$ cat config.mk
export PLATFORM = sky130hd
export DESIGN_NAME = fifo_stream_out
export DESIGN_NICKNAME = d
export VERILOG_FILES = /design/src/rtl/fifo_stream_pkg.sv /design/src/rtl/fifo_stream_skid.sv /design/src/rtl/fifo_stream_out.sv
export SDC_FILE = /design/constraint.sdc
export NUM_CORES = 1
export LEC_CHECK = 0
export BUFFER_PORTS_ARGS = -buffer_cell sky130_fd_sc_hd__clkbuf_2
export CAP_MARGIN = 20
export CORE_MARGIN = 5
export CORE_UTILIZATION = 30
export CTS_CLUSTER_DIAMETER = 120
export DETAILED_ROUTE_END_ITERATION = 8
export PLACE_DENSITY_LB_ADDON = 0.25
export RECOVER_POWER = 100
export SLEW_MARGIN = 40
export SYNTH_ARGS = -nofsm -noshare
export SYNTH_HDL_FRONTEND = slang
export SYNTH_SLANG_ARGS = --single-unit
$ cat constraint.sdc
create_clock -name clk -period 4.5 [get_ports clk]
set_input_delay 0.45 -clock clk [delete_from_list [all_inputs] [get_ports clk]]
set_output_delay 0.45 -clock clk [all_outputs]
set_load 0.01 [all_outputs]
$ cat src/rtl/fifo_stream_pkg.sv
// Shared types and constants for the FIFO read-side stream drain stage.
// Optional build macro: FIFO_STREAM_CKSUM_EN (enables the running XOR checksum).
package fifo_stream_pkg;

    localparam int DEFAULT_DATA_W = 32;
    localparam int DEFAULT_CNT_W  = 16;
    localparam int BUF_DEPTH      = 2;

    typedef logic [DEFAULT_DATA_W-1:0] word_t;
    typedef logic [1:0]                occ_t;

    // Free buffer slots once words already held or in flight are accounted for.
    // A pop in the same cycle frees a slot in time for a read issued now,
    // because that read's data only lands on the following edge.
    function automatic logic [2:0] calc_credit(input occ_t occ,
                                               input logic inflight,
                                               input logic pop);
        logic [2:0] c;
        c = 3'(BUF_DEPTH) - {1'b0, occ} - {2'b00, inflight} + {2'b00, pop};
        return c;
    endfunction

endpackage

$ cat src/rtl/fifo_stream_skid.sv
// Two-entry in-order buffer that absorbs the FIFO read latency.
// The head register drives the stream data directly; a write and a pop in the
// same cycle keep the occupancy unchanged while the head advances.
module fifo_stream_skid
    import fifo_stream_pkg::*;
#(
    parameter int DATA_W = DEFAULT_DATA_W
) (
    input  logic              clk,
    input  logic              rst,
    input  logic              wr_valid,
    input  logic [DATA_W-1:0] wr_data,
    input  logic              pop,
    output logic [DATA_W-1:0] head,
    output occ_t              occ
);

    logic [DATA_W-1:0] tail;
    logic [DATA_W-1:0] head_nxt;
    logic [DATA_W-1:0] tail_nxt;
    occ_t              occ_nxt;
    logic              do_pop;
    logic              do_wr;

    // Pops of an empty buffer and writes into a full, non-draining buffer are ignored.
    assign do_pop = pop && (occ != 2'd0);
    assign do_wr  = wr_valid && ((occ != 2'd2) || do_pop);

    // Next head/tail/occupancy from the write and pop requests of this cycle.
    always_comb begin
        head_nxt = head;
        tail_nxt = tail;
        occ_nxt  = occ;
        case ({do_wr, do_pop})
            2'b10: begin
                if (occ == 2'd0) begin
                    head_nxt = wr_data;
                end else begin
                    tail_nxt = wr_data;
                end
                occ_nxt = occ + 2'd1;
            end
            2'b01: begin
                head_nxt = tail;
                occ_nxt  = occ - 2'd1;
            end
            2'b11: begin
                if (occ == 2'd1) begin
                    head_nxt = wr_data;
                end else begin
                    head_nxt = tail;
                    tail_nxt = wr_data;
                end
            end
            default: begin
                head_nxt = head;
            end
        endcase
    end

    // Buffer registers; reset discards any held words.
    always_ff @(posedge clk) begin
        if (rst) begin
            head <= '0;
            tail <= '0;
            occ  <= 2'd0;
        end else begin
            head <= head_nxt;
            tail <= tail_nxt;
            occ  <= occ_nxt;
        end
    end

endmodule

$ cat src/rtl/fifo_stream_out.sv
// Read-side drain stage for a synchronous FIFO with one-cycle read latency.
// Issues FIFO reads while buffer credit exists and presents the words on a
// valid/ready stream with no bubbles under continuous ready.
// Optional build macro: FIFO_STREAM_CKSUM_EN adds a running XOR checksum of
// delivered words on cksum; without it cksum is constant zero.
module fifo_stream_out
    import fifo_stream_pkg::*;
#(
    parameter int DATA_W = DEFAULT_DATA_W,
    parameter int CNT_W  = DEFAULT_CNT_W
) (
    input  logic              clk,
    input  logic              rst,
    input  logic              en,
    output logic              rd_en,
    input  logic [DATA_W-1:0] data_out,
    input  logic              empty,
    output logic              m_valid,
    input  logic              m_ready,
    output logic [DATA_W-1:0] m_data,
    output logic [CNT_W-1:0]  word_cnt,
    output logic [DATA_W-1:0] cksum
);

    occ_t       occ;
    logic       inflight;
    logic       pop;
    logic [2:0] credit;

    assign m_valid = (occ != 2'd0);
    assign pop     = m_valid && m_ready;
    assign credit  = calc_credit(occ, inflight, pop);

    // Read issue: never while empty or in reset, and only with a free slot.
    always_comb begin
        rd_en = 1'b0;
        if (en && !empty && !rst && (credit != 3'd0)) begin
            rd_en = 1'b1;
        end
    end

    // A read issued this cycle delivers its word on data_out next cycle.
    always_ff @(posedge clk) begin
        if (rst) begin
            inflight <= 1'b0;
        end else begin
            inflight <= rd_en;
        end
    end

    fifo_stream_skid #(
        .DATA_W (DATA_W)
    ) u_skid (
        .clk      (clk),
        .rst      (rst),
        .wr_valid (inflight),
        .wr_data  (data_out),
        .pop      (pop),
        .head     (m_data),
        .occ      (occ)
    );

    // Delivered-word counter, wrapping at its full width.
    always_ff @(posedge clk) begin
        if (rst) begin
            word_cnt <= '0;
        end else if (pop) begin
            word_cnt <= word_cnt + CNT_W'(1);
        end
    end

`ifdef FIFO_STREAM_CKSUM_EN
    logic [DATA_W-1:0] cksum_q;

    // Running XOR of every word accepted by the sink.
    always_ff @(posedge clk) begin
        if (rst) begin
            cksum_q <= '0;
        end else if (pop) begin
            cksum_q <= cksum_q ^ m_data;
        end
    end

    assign cksum = cksum_q;
`else
    assign cksum = '0;
`endif

endmodule
# Word-level counts from Yosys, hierarchy flattened
# Cells that the tools add are included.
classes:
  reduce_logical: 17
  n_mux: 8
  n_addsub: 6
  n_eq_ne: 8
op_table:
  columns: ["operator", "n"]
  rows:
  - ["$mux 32", 4]
  - ["$pmux 32 s3", 1]
  - ["$pmux 32 s2", 1]
  - ["$add 16x1->16 const B", 1]
  - ["$logic_and 1x1->1", 6]
  - ["$ne 2x2->1 const B", 3]
  - ["$reduce_bool 2->1", 3]
  - ["$reduce_bool 3->1", 2]
  - ["$eq 2x1->1 const B", 2]
  - ["$eq 2x2->1 const B", 2]
  - ["$pmux 2 s2", 1]
  - ["$add 3x1->3", 1]
  - ["$reduce_and 3->1", 1]
  - ["$sub 2x2->3 const A", 1]
  - ["$sub 3x1->3", 1]
  - ["$add 2x1->2 const B", 1]
  - ["$logic_not 1->1", 2]
  - ["$logic_not 2->1", 1]
  - ["$ne 2x1->1 const B", 1]
  - ["$reduce_and 2->1", 1]
  - ["$sub 2x1->2 const B", 1]
  - ["$logic_or 1x1->1", 1]
  - ["$mux 1", 1]
word_totals:
  reg_bits: 83
  out_inout_bits: 82
  inputBits: 37

# Logic depth before layout (Yosys ltp)
logic_depth:
  depth_word: 8
  ltp_mapped: 10
  mapped_depth_nobuf: 9

# Modules after synthesis
# Synthesis repeated with hierarchy kept, for this count alone.
hier_totals:
  hier_cells: 429
  hier_area_um2: 3736.1
by_module_without_submodules:
  columns: ["mod", "cells_each", "instances", "area_per_inst_um2"]
  rows:
  - ["fifo_stream_skid", 304, 1, 2678.8]
  - ["fifo_stream_out", 125, 1, 1057.3]

# Worst setup path before layout
# Ideal clock, no wire load.
synth_path:
  path_type: "flip-flop to output port"
  from: "register u_skid.occ[0]"
  to: "output rd_en"
  t_arrival_ns: 2.232
  required_time_ns: 4.050
  stages_incl_launch_ff: 11
  path_slack_ns: 1.818
  path_buffers: 1
  cell_sequence: "dfxtp_1 > inv_1 > ha_1 > and2b_1 > buf_6 > inv_4 > fa_1 > ha_1 > nand2_1 > nor2_1 > nor4b_1"
synth_via:
  elab_chain_len: 6
  elab_cells_between_ends: 8
  classes_between: "3 x add/sub; 1 x mux; 4 x reduce/logical"
synth_lines:
  columns: ["element", "line", "rtl"]
  rows:
  - ["start, declared", "fifo_stream_skid.sv:15", "output occ_t occ"]
  - ["start signal, assigned", "fifo_stream_skid.sv:70", "occ <= occ_nxt;"]
  - ["$sub 2x2->3 / $reduce_bool 2->1 (equally long branches)", "fifo_stream_pkg.sv:19, fifo_stream_out.sv:30", null]
  - ["$sub 3x1->3 / $logic_and 1x1->1 (equally long branches)", "fifo_stream_pkg.sv:19, fifo_stream_out.sv:31", null]
  - ["$add 3x1->3 (*)", "fifo_stream_pkg.sv:19", "c = 3'(BUF_DEPTH) - {1'b0, occ} - {2'b00, inflight} + {2'b00, pop};"]
  - ["$reduce_bool 3->1 (*)", "fifo_stream_out.sv:37", "if (en && !empty && !rst && (credit != 3'd0)) begin"]
  - ["$logic_and 1x1->1 (*)", "fifo_stream_out.sv:37", null]
  - ["$mux 1 (*)", "fifo_stream_out.sv:37", null]
  - ["end, declared", "fifo_stream_out.sv:15", "output logic rd_en,"]
# Every way passes the cells marked *; elsewhere a longest branch is shown, timed or not.

# Worst setup path after layout
layout_path:
  from: "register u_skid.occ[0]"
  to: "register u_skid.head[15]"
layout_via:
  elab_chain_len: 8
  elab_cells_between_ends: 16
  classes_between: "6 x eq/ne; 2 x mux; 8 x reduce/logical"
layout_lines:
  columns: ["element", "line", "rtl"]
  rows:
  - ["$reduce_bool 2->1", "fifo_stream_skid.sv:26, fifo_stream_out.sv:30", null]
  - ["$logic_and 1x1->1", "fifo_stream_out.sv:31", "assign pop = m_valid && m_ready;"]
  - ["$logic_and 1x1->1", "fifo_stream_skid.sv:26", "assign do_pop = pop && (occ != 2'd0);"]
  - ["$logic_or 1x1->1", "fifo_stream_skid.sv:27", "assign do_wr = wr_valid && ((occ != 2'd2) || do_pop);"]
  - ["$logic_and 1x1->1", "fifo_stream_skid.sv:27", null]
  - ["$eq 2x2->1 / $eq 2x1->1 (equally long branches)", "fifo_stream_skid.sv:34", "case ({do_wr, do_pop})"]
  - ["$ne 2x1->1 (no source line) / $reduce_bool 3->1 (equally long branches)", null, null]
  - ["$reduce_and 2->1 (no source line)", null, null]
  - ["end signal, assigned", "fifo_stream_skid.sv:68", "head <= head_nxt;"]
  - ["end, declared", "fifo_stream_skid.sv:14", "output logic [DATA_W-1:0] head,"]
# Several ways; a longest one is shown, not always the timed one.
# A chain may end at the register's enable or synchronous reset.

==> flow_metrics.py <==
metrics = {
    "outcome": {
        "outcome": "finished, violations left",
        "failed_checks": "max-capacitance violations, max-slew violations",
    },
    "timing": {
        "slew_headroom_pct": -4.79,
        "rsz0062_at_grt": "no",
        "tightest_slew_ns": 1.57,
        "period_minus_slack_ns": 3.53,
        "slew_viol_final": 33,
        "finalSetupTns_ns": 0,
        "fin_crit_sh_pct": 78.5,
        "setup_viol": 0,
        "hold_violations": 0,
        "fmax_mhz": 283,
        "setup_ws_ns": 0.968,
        "skew_ns": 0.00807,
    },
    "floorplan": {
        "ios": 119,
        "die_w_um": 124,
        "start_util_pct": 30.8,
        "dieArea_um2": 15400,
        "core_area_um2": 12700,
        "dieHeight_um": 124,
        "fp-row-count": 41,
    },
    "drt": {
        "drt-total-wl_mm": 8.87,
        "drt_iter0_drc": 151,
        "vias": 3002,
        "drc": 0,
        "ant_nets": 0,
        "wl_per_cell_um": 13.1,
        "via_per_inst": 4.43,
        "firstDrtPassIters": 4,
    },
    "pwr": {
        "ir_worst_vdd_mv": 0.208,
        "p_leak_nw": 1.83,
        "p_per_area_nw_per_um2": 567,
    },
    "synth": {
        "synthCells": 426,
        "synthArstFlopShare_pct": 0,
        "seq_area_frac_synth_pct": 42.4,
        "synth_cell_type_count": 40,
        "synth_area_per_cell_um2": 9.19,
        "synth_seq_cells": 83,
        "synthFlopType": "dfxtp_1",
        "synth_edf_count": 0,
        "ys_warn_count": 0,
        "netlist_area_um2": 3920,
    },
    "cts": {
        "cts_buffers": 9,
        "ctsResizeCount": 0,
        "cts_tree": "yes",
        "cts_root_buf": "clkbuf_16",
        "h-tree-depth": 3,
        "clk_path_buf_depth": 2,
        "clkLatencyLatePin_ns": 0.34,
        "cts_setup_buffers": 0,
        "path_clk_slew_ns": 0.06,
        "cts_sinks": 83,
        "holdBufCountCts": 0,
    },
    "critical_path": {
        "cp_data_required_time_ns": 4.74,
        "crit_buf_inv": 3,
        "worstSetupStartpointType": "register",
        "worstPathCellList": "inv_1 -> ha_1 -> and2b_1 -> clkinvlp_2 -> o21ai_1 -> clkbuf_2 -> nor2_1 -> a211oi_1",
        "critical_path_arrival_ns": 3.77,
        "cp_slowest_cell": "o21ai_1",
        "critPathTopFamily": "buffers and inverters",
        "path_max_fanout": 32,
        "max_stage_delay_ns": 0.83,
        "path_class": "register to register",
        "worstSetupEndpointType": "register",
        "rrSetupSlack_ns": 0.97,
    },
    "global_routing": {
        "grt_usage_pct": 11.5,
        "overflow": 0,
        "grt_pass1_vias": 2984,
        "grt_max_degree": 64,
        "grt_pass1_wl_mm": 14.7,
        "antenna_found_initial": 0,
    },
    "hold_path": {
        "hold_class": "input pin to register",
    },
    "cells_and_area": {
        "n_antenna_cell": 0,
        "final_layout_size_suffix_gt1_share_pct": 15.4,
        "fillCellCount": 1369,
        "post-route-util_pct": 35.6,
        "fin_area_um2": 4520,
        "nets": 544,
        "area_growth_pct": 15.5,
    },
    "placed_design": {
        "pre_cts_ws_ns": 1.59,
        "place.detailed.hpwl_mm": 6.12,
        "io_buffer_count": 86,
        "dpl_cell_area_um2": 4350,
        "gp_congestion": 0.759,
    },
    "run": {
        "drv_cap": 1,
    },
}
layer usage:
layer | track usage [%] | share of wire [%]
met5 | 0 | 0
met4 | 5.03 | 1.8
met3 | 3.69 | 6.2
met2 | 18.7 | 46
met1 | 13.9 | 46
worst reg2reg max path, stage by stage, from the launching register on:
cell        delay, ns
dfxtp_1          0.42
inv_1            0.09
ha_1             0.25
and2b_1          0.40
clkinvlp_2       0.32
o21ai_1          0.84
clkbuf_2         0.76
nor2_1           0.11
a211oi_1         0.25
where the power goes:
part | internal (mW) | leakage, nW | switching [mW] | total (mW)
Sequential | 0.875 | 0.675 | 0.0787 | 0.954
Clock | 0.515 | 0.159 | 0.290 | 0.805
Combinational | 0.304 | 0.998 | 0.501 | 0.805
final timing paths:
check,startpoint,end,cells past startpoint
worst max-delay path,u_skid.occ[0],u_skid.head[15],8
worst min-delay path,empty,inflight,2
worst min register to register,u_skid.tail[22],u_skid.tail[22],2
worst max register to register,u_skid.occ[0],u_skid.head[15],8
cells by family after synthesis:
family                     synth area share (%)
AOI/OAI and AO/OA                          15.1
xor gates and xnor gates                   2.91
adders and majority gates                  2.11
buffers and inverters                      10.2
DFF                                        42.4
muxes                                      9.27
other                                    0.0958
and+or+nand+nor                            17.8
area by class of cell:
type	instances	area [µm²]	area share (%)
inverters	5	20.0	0.443
flip-flops and latches	83	1660	36.7
clock buffers	12	256	5.67
well taps	172	215	4.76
clock inverters	4	72.6	1.60
multi-input cells	311	1900	41.9
repair buffers	91	402	8.88
layout by cell type (no fill, tap or decap), types with 2 or more instances in the layout:
master and n:
a211oi_1 12, a211oi_2 21, a21oi_1 34, and3_1 2
buf_4 2, bufinv_16 2, clkbuf_1 53, clkbuf_16 9
clkbuf_2 36, clkbuf_8 2, conb_1 32, dfxtp_1 83
ha_1 5, inv_1 4, mux2_1 2, mux2i_1 34
nand2_1 74, nand3_1 4, nand4_1 3, nor2_1 50
nor2b_1 2, nor3_1 2, nor4_1 3, nor4b_1 3
o21ai_0 2, xnor2_1 8, xor2_1 5
state kept, by name, summed over array words and instances, names as in the netlist:
register	flops
inflight	1
u_skid.head	32
u_skid.occ	2
u_skid.tail	32
word_cnt	16
per-stage QoR:
step           power, mW  hold WS [ns]  cells
2_1_floorplan       1.65         0.436    457
3_3_place_gp        1.84         0.441    661
3_5_place_dp        1.87         0.446    662
4_1_cts             2.69         0.277    678
5_1_grt             2.74         0.292    678
6_report            2.56         0.295    678
cells in the mapped netlist (2+ instances only):
cell	number	share of area (%)
nor4_1	2	0.32
buf_2	6	0.77
mux2_1	2	0.58
nor3_1	2	0.26
xor2_1	5	1.1
nand2_1	74	7.1
inv_1	4	0.38
a211oi_1	5	0.96
ha_1	5	1.6
nor4b_1	3	0.67
xnor2_1	8	1.8
nand3_1	4	0.51
dfxtp_1	83	42
buf_6	2	0.58
nor2_1	50	4.8
buf_4	37	7.1
clkbuf_1	13	1.2
a21oi_1	34	4.3
mux2i_1	34	8.7
a211oi_2	28	8.9
nand4_1	3	0.48
and3_1	2	0.32
o21ai_0	2	0.26
nor2b_1	2	0.32
No activity file was read; power rests on OpenSTA's default activity.
